==> config.mk <==
export PLATFORM = sky130hd
export DESIGN_NAME = lagd_fifo_reader_flat
export DESIGN_NICKNAME = d
export VERILOG_FILES = /design/src/rtl/lagd_fifo_reader_pkg.sv /design/src/rtl/lagd_fifo_reader_if.sv /design/src/rtl/lagd_fifo_reader_out_reg.sv /design/src/rtl/lagd_fifo_reader.sv /design/src/flat_wrapper.sv
export SDC_FILE = /design/constraint.sdc
export NUM_CORES = 1
export LEC_CHECK = 0
export ABC_AREA = 1
export BUFFER_PORTS_ARGS = -buffer_cell sky130_fd_sc_hd__buf_2
export CORE_AREA = 2 2 81 83
export DETAILED_ROUTE_END_ITERATION = 16
export DIE_AREA = 0 0 83 85
export PLACE_DENSITY = 0.82
export SYNTH_ARGS = -nofsm -noshare
export SYNTH_HDL_FRONTEND = slang
export SYNTH_SLANG_ARGS = --single-unit
==> constraint.sdc <==
create_clock -name clk_i -period 1.73 [get_ports clk_i]
set_clock_uncertainty 0.2 [all_clocks]
set_input_delay 0.2595 -clock clk_i [delete_from_list [all_inputs] [get_ports clk_i]]
set_output_delay 0.2595 -clock clk_i [all_outputs]
set_load 0.01 [all_outputs]
==> src/rtl/lagd_fifo_reader_pkg.sv <==
// lagd_fifo_pkg: shared reader state encoding and burst counter type
package lagd_fifo_pkg;
  typedef enum logic [1:0] {IDLE, DRAIN, DONE} state_e;
  localparam int unsigned BURST_W = 8;
  typedef logic [BURST_W-1:0] burst_t;
endpackage

==> src/rtl/lagd_fifo_reader_if.sv <==
// lagd_fifo_reader_if: downstream valid/ready stream (data, valid from master; ready from slave)
interface lagd_fifo_reader_if #(parameter int unsigned DATA_WIDTH = 32) ();
  logic [DATA_WIDTH-1:0] data;
  logic valid;
  logic ready;
  modport master(output data, valid, input ready);
  modport slave(input data, valid, output ready);
endinterface

==> src/rtl/lagd_fifo_reader_out_reg.sv <==
// lagd_fifo_out_reg: single-entry valid/ready output register; ports clk_i, rst_ni, clr_i, load_i, data_i, ready_i -> valid_o, data_o, can_accept_o
module lagd_fifo_out_reg #(
  parameter int unsigned DATA_WIDTH = 32
) (
  input  logic                  clk_i,
  input  logic                  rst_ni,
  input  logic                  clr_i,
  input  logic                  load_i,
  input  logic [DATA_WIDTH-1:0] data_i,
  input  logic                  ready_i,
  output logic                  valid_o,
  output logic [DATA_WIDTH-1:0] data_o,
  output logic                  can_accept_o
);
  logic                  valid_q;
  logic [DATA_WIDTH-1:0] data_q;
  always_ff @(posedge clk_i or negedge rst_ni)
    if (!rst_ni) begin
      valid_q <= 1'b0;
      data_q  <= '0;
    end else begin
      valid_q <= clr_i ? 1'b0 : load_i | (valid_q & ~ready_i);
      if (load_i) data_q <= data_i;
    end
  assign valid_o      = valid_q;
  assign data_o       = data_q;
  assign can_accept_o = ~valid_q | ready_i;
endmodule

==> src/rtl/lagd_fifo_reader.sv <==
// lagd_fifo_reader: drains burst_len_i FIFO entries to a valid/ready stream; ports: start/flush/burst_len control, busy/done/dropped_cnt status, FIFO pop side, out stream interface
module lagd_fifo_reader
  import lagd_fifo_pkg::*;
#(
  parameter int unsigned DATA_WIDTH  = 32,
  parameter int unsigned BURST_WIDTH = 8,
  parameter bit          DROP_NONE   = 1'b1
) (
  input  logic                   clk_i,
  input  logic                   rst_ni,
  input  logic                   flush_i,
  input  logic                   start_i,
  input  logic [BURST_WIDTH-1:0] burst_len_i,
  output logic                   busy_o,
  output logic                   done_o,
  input  logic                   fifo_empty_i,
  input  logic [DATA_WIDTH-1:0]  fifo_data_i,
  input  logic                   fifo_none_i,
  output logic                   fifo_pop_o,
  output logic [BURST_WIDTH-1:0] dropped_cnt_o,
  lagd_fifo_reader_if.master     out
);
  state_e                 state_q;
  logic [BURST_WIDTH-1:0] rem_q, dropped_q;
  logic                   busy_q, done_q, can_accept, drop, fwd;
  assign fifo_pop_o = (state_q == DRAIN) & (rem_q != '0) & ~fifo_empty_i & can_accept & ~flush_i;
  assign drop       = fifo_pop_o & fifo_none_i & DROP_NONE;
  assign fwd        = fifo_pop_o & ~drop;
  lagd_fifo_out_reg #(.DATA_WIDTH(DATA_WIDTH)) u_out (
    .clk_i, .rst_ni, .clr_i(flush_i), .load_i(fwd), .data_i(fifo_data_i),
    .ready_i(out.ready), .valid_o(out.valid), .data_o(out.data), .can_accept_o(can_accept)
  );
  always_ff @(posedge clk_i or negedge rst_ni)
    if (!rst_ni) begin
      state_q   <= IDLE;
      rem_q     <= '0;
      dropped_q <= '0;
      busy_q    <= 1'b0;
      done_q    <= 1'b0;
    end else if (flush_i) begin
      state_q <= IDLE;
      rem_q   <= '0;
      busy_q  <= 1'b0;
      done_q  <= 1'b0;
    end else begin
      case (state_q)
        IDLE: if (start_i) begin
          rem_q     <= burst_len_i;
          dropped_q <= '0;
          state_q   <= (burst_len_i != '0) ? DRAIN : DONE;
          busy_q    <= burst_len_i != '0;
          done_q    <= burst_len_i == '0;
        end
        DRAIN: begin
          if (fifo_pop_o) rem_q <= rem_q - 1'b1;
          if (drop && !(&dropped_q)) dropped_q <= dropped_q + 1'b1;
          // finish only once the last forwarded beat has left the output register
          if (rem_q == '0 && !out.valid) begin
            state_q <= DONE;
            busy_q  <= 1'b0;
            done_q  <= 1'b1;
          end
        end
        default: begin
          state_q <= IDLE;
          done_q  <= 1'b0;
        end
      endcase
    end
  assign busy_o        = busy_q;
  assign done_o        = done_q;
  assign dropped_cnt_o = dropped_q;
endmodule

==> src/flat_wrapper.sv <==
// flat-port wrapper written by rule: the top's interface ports become plain ports
module lagd_fifo_reader_flat import lagd_fifo_pkg::*;
#(
  parameter int unsigned DATA_WIDTH  = 32,
  parameter int unsigned BURST_WIDTH = 8,
  parameter bit          DROP_NONE   = 1'b1
)
  (clk_i, rst_ni, flush_i, start_i, burst_len_i, busy_o, done_o, fifo_empty_i, fifo_data_i, fifo_none_i, fifo_pop_o, dropped_cnt_o, out_data, out_valid, out_ready);
  lagd_fifo_reader_if #(.DATA_WIDTH(DATA_WIDTH)) out_i ();
  input  logic clk_i;
  input  logic rst_ni;
  input  logic flush_i;
  input  logic start_i;
  input  logic [BURST_WIDTH-1:0] burst_len_i;
  output logic busy_o;
  output logic done_o;
  input  logic fifo_empty_i;
  input  logic [DATA_WIDTH-1:0] fifo_data_i;
  input  logic fifo_none_i;
  output logic fifo_pop_o;
  output logic [BURST_WIDTH-1:0] dropped_cnt_o;
  output wire logic [$bits(out_i.data)-1:0] out_data;
  output wire logic [$bits(out_i.valid)-1:0] out_valid;
  input wire logic [$bits(out_i.ready)-1:0] out_ready;
  assign out_data = out_i.data;
  assign out_valid = out_i.valid;
  assign out_i.ready = out_ready;
  lagd_fifo_reader #(.DATA_WIDTH(DATA_WIDTH), .BURST_WIDTH(BURST_WIDTH), .DROP_NONE(DROP_NONE)) u_core (.clk_i(clk_i), .rst_ni(rst_ni), .flush_i(flush_i), .start_i(start_i), .burst_len_i(burst_len_i), .busy_o(busy_o), .done_o(done_o), .fifo_empty_i(fifo_empty_i), .fifo_data_i(fifo_data_i), .fifo_none_i(fifo_none_i), .fifo_pop_o(fifo_pop_o), .dropped_cnt_o(dropped_cnt_o), .out(out_i));
endmodule
Word-level counts from Yosys, hierarchy flattened
Cells that the tools add are included.

Flip-flop bits (word level): 53. Bits of input ports: 47. Output and inout port bits: 44. Word-level logic and storage cells: 66.

$add $sub $neg: 2. Equal/unequal tests: 6. Muxes and demuxes: 21. Bitwise logic cells: 14. Reductions and logical operators: 16.

Operator list (count): two-way mux 8 bit (5); case mux 8 bit (2 select lines) (2); zero test 8 bit (2); nonzero test 8 bit (2); adder 8 x 1 -> 8 bit (second input constant) (1); two-way mux 2 bit (4); AND reduction 8 bit (1); subtractor 8 x 1 -> 8 bit (second input constant) (1); bitwise AND 1 bit (7); two-way mux 1 bit (7); inequality test 3 bit (second input constant) (2); AND reduction 3 bit (2); NOT 1 bit (5); inequality test 2 bit (second input constant) (2); case mux 1 bit (2 select lines) (2); case mux 2 bit (2 select lines) (1); AND reduction 4 bit (1); inequality test 3 x 2 -> 1 bit (second input constant) (1); nonzero test 3 bit (1); == test 2 x 1 -> 1 bit (second input constant) (1); logical AND 1 bit (2); zero test 1 bit (2); zero test 2 bit (1); OR 1 bit (2); other kinds (2) (2).

Depth between registers and ports, before layout
Gate-level depths: netlist of run 1.

Word-level depth: 10. Depth in mapped cells: 11. Depth with buffers taken out: 11.

Cells and area by module
Synthesis of run 1 repeated with hierarchy kept, for this count alone.

Cell total of the unflattened synthesis: 339. Area, all modules: 2732.6 sq um.

Modules (own cells, without submodules): lagd_fifo_reader (instances 1, cells each 199, area an instance 1395.1 sq um, sequential area each 475.5 sq um); lagd_fifo_out_reg (instances 1, cells each 140, area an instance 1337.5 sq um, sequential area each 825.8 sq um).

Worst setup path before layout of run 1
OpenSTA, ideal clock, no wires.

Path type: register -> register. Start: register u_core.rem_q[0]. End: register u_core.u_out.data_q[0] (netlist: u_core.u_out.data_o[0]). Library setup time: 0.118 ns. Arrival: 1.493 ns. Data required time: 1.412 ns. Setup slack: -0.080 ns. Cell stages (with the launch flop): 12. Buffers on the path: 2. Period minus slack after synthesis: 1.810 ns. Path through: dfrtp_1 -> inv_1 -> ha_1 -> nand2_1 -> nor2_2 -> nor2_2 -> nand2_1 -> or2_1 -> buf_6 -> buf_6 -> nand2_1 -> o21ai_2.

Longest elaborated chain between the ends: 8.

Ends and longest elaborated chain: start, declared (line lagd_fifo_reader.sv:24) `logic [BURST_WIDTH-1:0] rem_q, dropped_q;`; start signal, assigned (line lagd_fifo_reader.sv:48) `rem_q <= burst_len_i;`; start signal, assigned (line lagd_fifo_reader.sv:55) `if (fifo_pop_o) rem_q <= rem_q - 1'b1;`; nonzero test 8 bit (*) (line lagd_fifo_reader.sv:26) `assign fifo_pop_o = (state_q == DRAIN) & (rem_q != '0) & ~fifo_empty_i & can_accept & ~flush_i;`; bitwise AND 1 bit (*) (4 in a row) (line lagd_fifo_reader.sv:26); bitwise AND 1 bit (line lagd_fifo_reader.sv:27) `assign drop = fifo_pop_o & fifo_none_i & DROP_NONE;`; NOT 1 bit (line lagd_fifo_reader.sv:28) `assign fwd = fifo_pop_o & ~drop;`; bitwise AND 1 bit (*) (line lagd_fifo_reader.sv:28); end signal, assigned (line lagd_fifo_reader_out_reg.sv:23) `if (load_i) data_q <= data_i;`; end, declared (line lagd_fifo_reader_out_reg.sv:16) `logic [DATA_WIDTH-1:0] data_q;`.

Mark *: on every way between the ends. The rest lies on a longest branch, timed or not. A chain may end at the register's enable or synchronous reset.

Worst setup path after layout of run 1
Start: register u_core.rem_q[1]. End: output port fifo_pop_o.

Longest elaborated chain between the ends: 5.

Ends and longest elaborated chain: nonzero test 8 bit (line lagd_fifo_reader.sv:26); bitwise AND 1 bit (4 in a row) (line lagd_fifo_reader.sv:26); end, declared (line flat_wrapper.sv:20) `output logic fifo_pop_o;`.

Every way passes these cells.

==> results.cfg, run 1 <==
[logic_synthesis]
syn_area_per_cell_um2 = 8.144
synth_edf_count = 0
ys_ff_latch = 52
yosys.area.top_type = dfrtp_1
yosysMostFrequentCell = nand2_1
synthCells = 328
synth_top_flop_cell = dfrtp_1
synth_common_cells = 93 x nand2_1, 52 x dfrtp_1, 52 x inv_1, 23 x o21ai_2, 20 x nand3_1
synth_top_area_frac = 0.4871
async_reset_ff_frac = 1.000
yosys-top-cells-area = dfrtp_1 49%, nand2_1 13%, o21ai_2 7.5%
ys.warnings.count = 0
syn_nets = 378
seq_area_frac_synth = 0.4871
synth.distinct_cells = 28
syn_area_mm2 = 0.002671

[cells_and_area]
fin_util = 0.6612
diodes = 0
area_growth_pct = 53.58
final_area_mm2 = 0.004103
nets = 534
drive_gt1_frac = 0.4495

[clocking]
clk_pin_slew_ns = 0.10
clk_path_buf_depth = 2
htreeDepth = 2
cts_root_buffer = clkbuf_8
cts_tree = built
cts_buffers = 5
clock-sinks = 52
clock_latency_ns = 0.30

[worst_setup_path]
crit_path_end = fifo_pop_o
worst_path_largest_cell_delay_ns = 0.41
endpoint_kind = primary output
critPathArrivalTime_ns = 1.49
critPathKind = register to primary output
crit_path_start = u_core.rem_q[1]
crit_path_cell_trace = inv_2 > ha_4 > nand2_4 > nor2_4 > nor2_4 > nand2_2 > buf_4 > inv_2 > buf_6
crit_fanout = 3
cp_data_required_time_ns = 1.27
r2r_slack_ns = -0.19
rr_worst_depth = 10
r2r_start = u_core.rem_q[1]
cp_slowest_cell = dfrtp_1
startpoint_type = register
r2r_end = u_core.u_out.data_o[25]

[floorplanning]
start_util = 0.4305
rows = 29
die_h_um = 85
io_pins = 91
die-area_mm2 = 0.007055
die_w_um = 83
design.core.area_mm2 = 0.006205

[routing]
ant_nets = 0
viasPerCell = 4.819
drt-wirelength-per-cell_um = 13.19
vias = 2708
drc_errors = 0
wirelength_mm = 7.411
drt-pass1-iter-count = 4
dr.first_iter.drc_count = 128

[worst_hold_path]
hold_depth = 3
hold_path_class = input pin to register

[grt]
antenna_found_initial = 0
grt_max_degree = 39
grt_pass1_wl_mm = 11.91
grt_pass1_vias = 2733
grt_usage = 0.2030
grt_overflow = 0

[placed_design]
placed_area_mm2 = 0.003488
dp_hpwl_mm = 5.038
place_ws_ns = -0.2083
finalWeightedCongestion = 0.8862
port_buffers = 90

[sta]
setup_slack_ns = -0.2154
worst_slew_pin_slew_ns = 0.4915
hold_violations = 0
setup_viol = 50
fin_setup_tns_ns = -6.713
fmax_ghz = 0.5140
slew-limit-headroom = 0.6723
final_max_slew_viol_count = 0
finalCritPeriodShare = 1.124
rsz0062_at_grt = yes
whs_ns = 0.004881
fin_crit_ns = 1.945

[status]
status = complete, but fails checks
violations = setup timing

[pwr]
cellLeakagePower_uw = 0.002220
irDropWorstVdd_v = 0.0008476
power_density_mw_per_mm2 = 1235

[run]
maxCapViolCount = 0
power by group:
| part | switching (µW) | leakage [µW] | total (µW) | internal [µW] |
|---|---|---|---|---|
| combinational | 1230 | 0.00149 | 2350 | 1120 |
| clock | 400 | 0.0000541 | 829 | 428 |
| sequential | 263 | 0.000678 | 1890 | 1630 |
| total | 1900 | 0.00222 | 5070 | 3170 |
flip-flops by register name (all words and copies together), names as in the netlist:
register,count
u_core.busy_o,1
u_core.done_o,1
u_core.dropped_cnt_o,8
u_core.rem_q,8
u_core.state_q,1
u_core.u_out.data_o,32
u_core.u_out.valid_o,1
cell families after synthesis:
family                     count (synthesis)  synth area share
adders and majority gates                  3           0.01405
buffers and inverters                     63            0.1068
DFF                                       52            0.4871
AOI/OAI and AO/OA                         60            0.1541
and+or+nand+nor                          150            0.2379
how the worst min path moves through the flow:
stage / to / slack, ns / from
2_1_floorplan: u_core.busy_o / -0.24 / rst_ni
3_3_place_gp: u_core.u_out.data_o[8] / 0.04 / rst_ni
3_5_place_dp: u_core.u_out.data_o[14] / 0.06 / rst_ni
4_1_cts: u_core.u_out.data_o[5] / 0.0006 / fifo_data_i[5]
5_1_grt: u_core.u_out.data_o[14] / 0.001 / fifo_data_i[14]
6_report: u_core.u_out.data_o[10] / 0.005 / fifo_data_i[10]
layout make-up:
type	instances	area, µm²
fillers	510	2102
clock inverters	3	42.54
clock buffers	5	68.82
well taps	77	96.34
flip-flops and latches	52	1301
inverters	54	202.7
repair buffers	158	1104
multi-input cells	213	1287
layer usage:
layer | up-vias | GRT usage | part of all wire
li1 | 1349 | - | -
met1 | 1269 | 0.2397 | 0.42
met2 | 84 | 0.3893 | 0.53
met3 | 6 | 0.03599 | 0.045
met4 | 0 | 0.03577 | 0.0039
met5 | - | 0 | 0
layout by cell type (no fill, tap or decap), types with 10 or more instances in the layout:
cell | synthesis | layout
buf_2 | 2 | 89
buf_4 | 0 | 33
dfrtp_1 | 52 | 52
dlygate4sd3_1 | 0 | 27
inv_1 | 52 | 48
nand2_1 | 93 | 72
nand2_2 | 2 | 19
nand3_2 | 0 | 10
nor2_1 | 19 | 16
o21ai_1 | 9 | 12
o21ai_2 | 23 | 25
critical path, delay by kind of cell, from the launching register on:
family                     cells  cell delay [ns]
and+or+nand+nor                4             0.28
adders and majority gates      1             0.15
buffers and inverters          4             0.34
DFF                            1             0.41
repair_timing:
action	4_1_cts	5_1_grt
hold endpoints to repair	41	2
gates resized for setup	36	17
gates cloned	1	0
setup endpoints to repair	42	50
pin swaps	9	10
buffers inserted	5	4
hold buffers	25	2
stage by stage:
| step | instances | power, µW |
|---|---|---|
| floorplan | 328 | 2988 |
| global placement | 521 | 3826 |
| detailed placement | 521 | 3918 |
| CTS | 558 | 4986 |
| global route | 562 | 5406 |
| finish | 562 | 5067 |
Power figures use the tool's default switching activity.
==> run 2: changes to the inputs <==
CELL_PAD_IN_SITES_DETAIL_PLACEMENT = 1   (was not set)
CELL_PAD_IN_SITES_GLOBAL_PLACEMENT = 1   (was not set)
CORE_AREA = 2 2 95 97   (was 2 2 81 83)
DIE_AREA = 0 0 97 99   (was 0 0 83 85)
==> run 2 against run 1 <==
Effect of this change:
- the run still ends with setup timing left
- die area up 36%
- total power up 14%
- critical path type is now register to register
- worst setup slack worse by 0.033 ns
- via count up 9.2%
- clock power down 7.4%
==> results.cfg, run 2 (synthesized netlist as in run 1, its figures left out) <==
[worst_setup_path]
crit_fanout = 5
crit_family = simple AND/OR/NAND/NOR gates
startpoint_type = register
critPathKind = register to register
cp_num_buf_inv = 3
cp_data_required_time_ns = 1.76
crit_path_cell_trace = inv_2 > ha_4 > nand2_4 > nor2_4 > nor2_4 > nand2_2 > or2_4 > buf_12 > clkbuf_16 > o21ai_2
worst_path_largest_cell_delay_ns = 0.38
cpMostUsedCell = nor2_4
cp_slowest_cell = dfrtp_1
endpoint_kind = register
critPathArrivalTime_ns = 2.01

[sta]
hold_violations = 0
fmax_ghz = 0.5055
rsz0062_at_grt = yes
fin_setup_tns_ns = -7.227
slew-limit-headroom = 0.7522
setup_viol = 50
setup_slack_ns = -0.2484
worst_slew_pin_slew_ns = 0.3683
final_max_slew_viol_count = 0
whs_ns = 0.001691
finalCritPeriodShare = 1.144
fin_crit_ns = 1.978

[worst_hold_path]
hold_path_class = input pin to register

[clocking]
htreeDepth = 2
clk_path_buf_depth = 2
cts_tree = built
clock-sinks = 52
cts_buffers = 5
clock_latency_ns = 0.31
clk_pin_slew_ns = 0.10
cts_root_buffer = clkbuf_8

[floorplanning]
die-area_mm2 = 0.009603
die_h_um = 99
start_util = 0.3124
rows = 34
die_w_um = 97
design.core.area_mm2 = 0.008551
io_pins = 91

[routing]
dr.first_iter.drc_count = 52
drt-wirelength-per-cell_um = 18.33
vias = 2956
drc_errors = 0
viasPerCell = 4.799
drt-pass1-iter-count = 4
ant_nets = 0
wirelength_mm = 11.29

[placed_design]
placed_area_mm2 = 0.003540
port_buffers = 90
place_inst = 557
dp_hpwl_mm = 5.988
finalWeightedCongestion = 0.8729

[grt]
grt_pass1_vias = 3231
grt_overflow = 0
antenna_found_initial = 0
grt_pass1_wl_mm = 17.13
grt_usage = 0.2274
grt_max_degree = 53

[cells_and_area]
layout_common_cells = 89 x buf_2, 55 x nand2_1, 52 x dfrtp_1
largest_reg_flops = 32
area_growth_pct = 78.60
final_area_mm2 = 0.004771
diodes = 0
fin_cells = 616
fill_cells = 981
multi_input_area_mm2 = 0.001548
nets = 557
drive_gt1_frac = 0.5197
register_area_mm2 = 0.001301
final_common_cell = buf_2

[status]
violations = setup timing
status = complete, but fails checks

[pwr]
power_density_mw_per_mm2 = 1209
cellLeakagePower_uw = 0.002465
irDropWorstVdd_v = 0.0004276
total_power_uw = 5766

[run]
maxCapViolCount = 0
[run 2: cell types whose count changed in the layout (fill, tap and decap cells not counted), sizes merged]
cell / change
buf: +19
bufinv: -1
clkbuf: +2
clkinv: -1
clkinvlp: +1
dlygate4sd3: +3
[run 2: repair_timing]
action	CTS	global route
setup endpoints to repair	50	50
pin swaps	7	16
gates cloned	9	1
resized for setup	83	50
hold endpoints to repair	81	0
hold buffers	30	0
buffers inserted	10	5
[run 2: routing by layer]
metal,GRT usage,routed length [µm],vias to the layer above
li1,-,-,1395
met1,0.2609,4248,1438
met2,0.4407,6240,101
met3,0.03759,534,22
met4,0.05200,267,0
met5,0,0,-
[run 2: final timing paths]
kind	from	endpoint	slack, ns	cells after the start
max in group asynchronous	rst_ni	u_core.dropped_cnt_o[4]	0.78	3
min in group asynchronous	rst_ni	u_core.u_out.data_o[17]	0.30	3
worst max-delay path	u_core.rem_q[0]	u_core.u_out.data_o[15]	-0.25	10
worst max register to register	u_core.rem_q[0]	u_core.u_out.data_o[15]	-0.25	10
worst min-delay path	fifo_data_i[8]	u_core.u_out.data_o[8]	0.002	3
worst min register to register	u_core.busy_o	u_core.busy_o	0.32	2
[run 2: cell type report]
class,instances,share of cell area
Multi-Input combinational cell,213,0.3244
Timing Repair Buffer,181,0.3116
Sequential cell,52,0.2728
Inverter,54,0.04249
Tap cell,108,0.02832
Clock buffer,6,0.01731
Clock inverter,2,0.003147
[run 2: power by group]
| group | switching (µW) | leakage [µW] | internal (µW) |
|---|---|---|---|
| combinational | 1480 | 0.00174 | 1430 |
| clock | 443 | 0.0000434 | 325 |
| sequential | 462 | 0.000678 | 1630 |
| total | 2380 | 0.00247 | 3380 |
[run 2: through the flow]
step | setup WS, ns | util
3_5_place_dp | -0.2121 | 0.4140
4_1_cts | -0.2220 | 0.5281
3_3_place_gp | -0.1184 | 0.4140
2_1_floorplan | -0.05920 | -
5_1_grt | -0.3001 | 0.5579
6_report | -0.2484 | 0.5579
[run 2: tightest hold or removal path: stages]
cell and delay [ns]:
buf_2 0.11, inv_1 0.06, o21ai_2 0.06
==> run 3: changes to the inputs <==
SLEW_MARGIN = 20   (was not set)
clock period = 1.6 ns   (was 1.73 ns; I/O delays follow)
==> run 3 against run 2 <==
Effect of this change:
- register-to-register slack worse by 0.13 ns
- core utilization is 0.61 points lower
- the flow still finishes with violations (setup timing)
- total power up 9.7%
- count of clock-buffer cells in the layout is 1 lower
- sequential share of layout area is 0.30 points higher
- sequential power up 7%
- global-route usage is 3.0 points lower
- clock power rose by 28%
- design area is 1.1% lower
- largest cell class unchanged
==> results.cfg, run 3 (synthesized netlist as in run 1, its figures left out) <==
[status]
status = complete, but fails checks
violations = setup timing

[sta]
rsz0062_at_grt = yes
fin_crit_ns = 1.977
setup_viol = 52
hold_violations = 0
slew-limit-headroom = 0.6951
final_max_slew_viol_count = 0
whs_ns = 0.006044
worst_slew_pin_slew_ns = 0.4532
setup_slack_ns = -0.3768
fmax_ghz = 0.5059
finalCritPeriodShare = 1.236

[floorplanning]
rows = 34
start_util = 0.3124
die_w_um = 97
design.core.area_mm2 = 0.008551
io_pins = 91
die-area_mm2 = 0.009603
die_h_um = 99

[pwr]
power_density_mw_per_mm2 = 1341
irDropWorstVdd_v = 0.0004561
cellLeakagePower_uw = 0.002447

[clocking]
htreeDepth = 2
clk_path_buf_depth = 2
clock_latency_ns = 0.32
clock-sinks = 52
cts_tree = built
clk_pin_slew_ns = 0.11
cts_root_buffer = clkbuf_8
cts_buffers = 5

[routing]
wirelength_mm = 11.31
dr.first_iter.drc_count = 58
viasPerCell = 4.843
vias = 2983
drc_errors = 0
drt-pass1-iter-count = 4
drt-wirelength-per-cell_um = 18.35
ant_nets = 0

[worst_setup_path]
critPathArrivalTime_ns = 2.00
critPathKind = register to register
cp_data_required_time_ns = 1.62
startpoint_type = register
r2r_start = u_core.rem_q[0]
endpoint_kind = register
crit_path_start = u_core.rem_q[0]
crit_fanout = 6

[cells_and_area]
final_area_mm2 = 0.004718
largest_reg_flops = 32
area_growth_pct = 76.63
diodes = 0
nets = 557
fin_cells = 616
drive_gt1_frac = 0.5315
layout_common_cells = 89 x buf_2, 52 x dfrtp_1, 48 x inv_1
fin_util = 0.5518
final_common_cell = buf_2
fill_cells = 994

[grt]
grt_max_degree = 53
grt_pass1_wl_mm = 15.39
grt_overflow = 0
grt_usage = 0.1978
grt_pass1_vias = 3094
antenna_found_initial = 0

[placed_design]
placed_area_mm2 = 0.003547
port_buffers = 90
place_ws_ns = -0.3582
dp_hpwl_mm = 6.030
finalWeightedCongestion = 0.8699
place_inst = 555

[worst_hold_path]
hold_start = flush_i
hold_path_class = input pin to register

[run]
maxCapViolCount = 0
[run 3: changes by cell type in the layout (fill, tap and decap cells not counted), moves of 3 or more]
cell | before | now
nand2_2 | 7 | 21
nand2_1 | 55 | 44
o21ai_2 | 27 | 35
buf_16 | 7 | 0
o21ai_4 | 5 | 0
clkbuf_16 | 1 | 5
dlygate4sd3_1 | 30 | 34
nand2_4 | 33 | 29
nand3_1 | 10 | 14
nand3_2 | 9 | 5
buf_12 | 7 | 4
buf_4 | 40 | 37
[run 3: through the flow]
stage / total power [µW] / TNS, ns
global route: 6672 / -18.33
CTS: 5596 / -12.40
finish: 6325 / -14.67
detailed placement: 4296 / -14.20
global placement: 4170 / -11.17
floorplan: 3242 / -5.766
[run 3: path summary, 6_finish.rpt]
| check | to | slack [ns] | cells after the start |
|---|---|---|---|
| setup / recovery | u_core.u_out.data_o[1] | -0.38 | 11 |
| hold / removal | u_core.u_out.valid_o | 0.006 | 3 |
| setup reg to reg | u_core.u_out.data_o[1] | -0.38 | 11 |
| hold reg to reg | u_core.busy_o | 0.31 | 2 |
| min in group asynchronous | u_core.u_out.data_o[21] | 0.26 | 3 |
| max in group asynchronous | u_core.u_out.data_o[28] | 0.70 | 3 |
[run 3: layer usage]
layer  wire (µm)  global-route usage
met1        4280              0.2320
met2        6432              0.3793
met3         401             0.02979
met4         191             0.04550
met5           0                   0
[run 3: final cells by class]
type	count	area (µm²)	area share
Multi-Input combinational cell	215	1570	0.3328
Timing Repair Buffer	179	1389	0.2944
Inverter	54	207.7	0.04402
Sequential cell	52	1301	0.2758
Clock buffer	5	68.82	0.01458
Clock inverter	3	46.29	0.009812
Tap cell	108	135.1	0.02864
[run 3: power breakdown]
part           switching (µW)  internal (µW)  total, µW  leakage [µW]
Combinational            1620           1480       3100       0.00171
Sequential                477           1760       2240      0.000678
Clock                     512            473        985     0.0000548
[run 3: critical path, stage by stage, from the launching register on]
cell	delay (ns)
dfrtp_1	0.38
inv_2	0.06
ha_4	0.16
nand2_4	0.07
nor2_4	0.04
nor2_4	0.11
nand2_2	0.07
buf_6	0.14
or2_4	0.33
clkbuf_16	0.20
nand2_4	0.06
o21ai_2	0.05
[run 3: what timing repair did]
action	4_1_cts	5_1_grt
pin swaps	9	18
cloned	2	8
hold buffers	34	0
gates resized for setup	41	89
endpoints found under the hold margin	85	0
buffers inserted	8	5
setup endpoints to repair	50	53
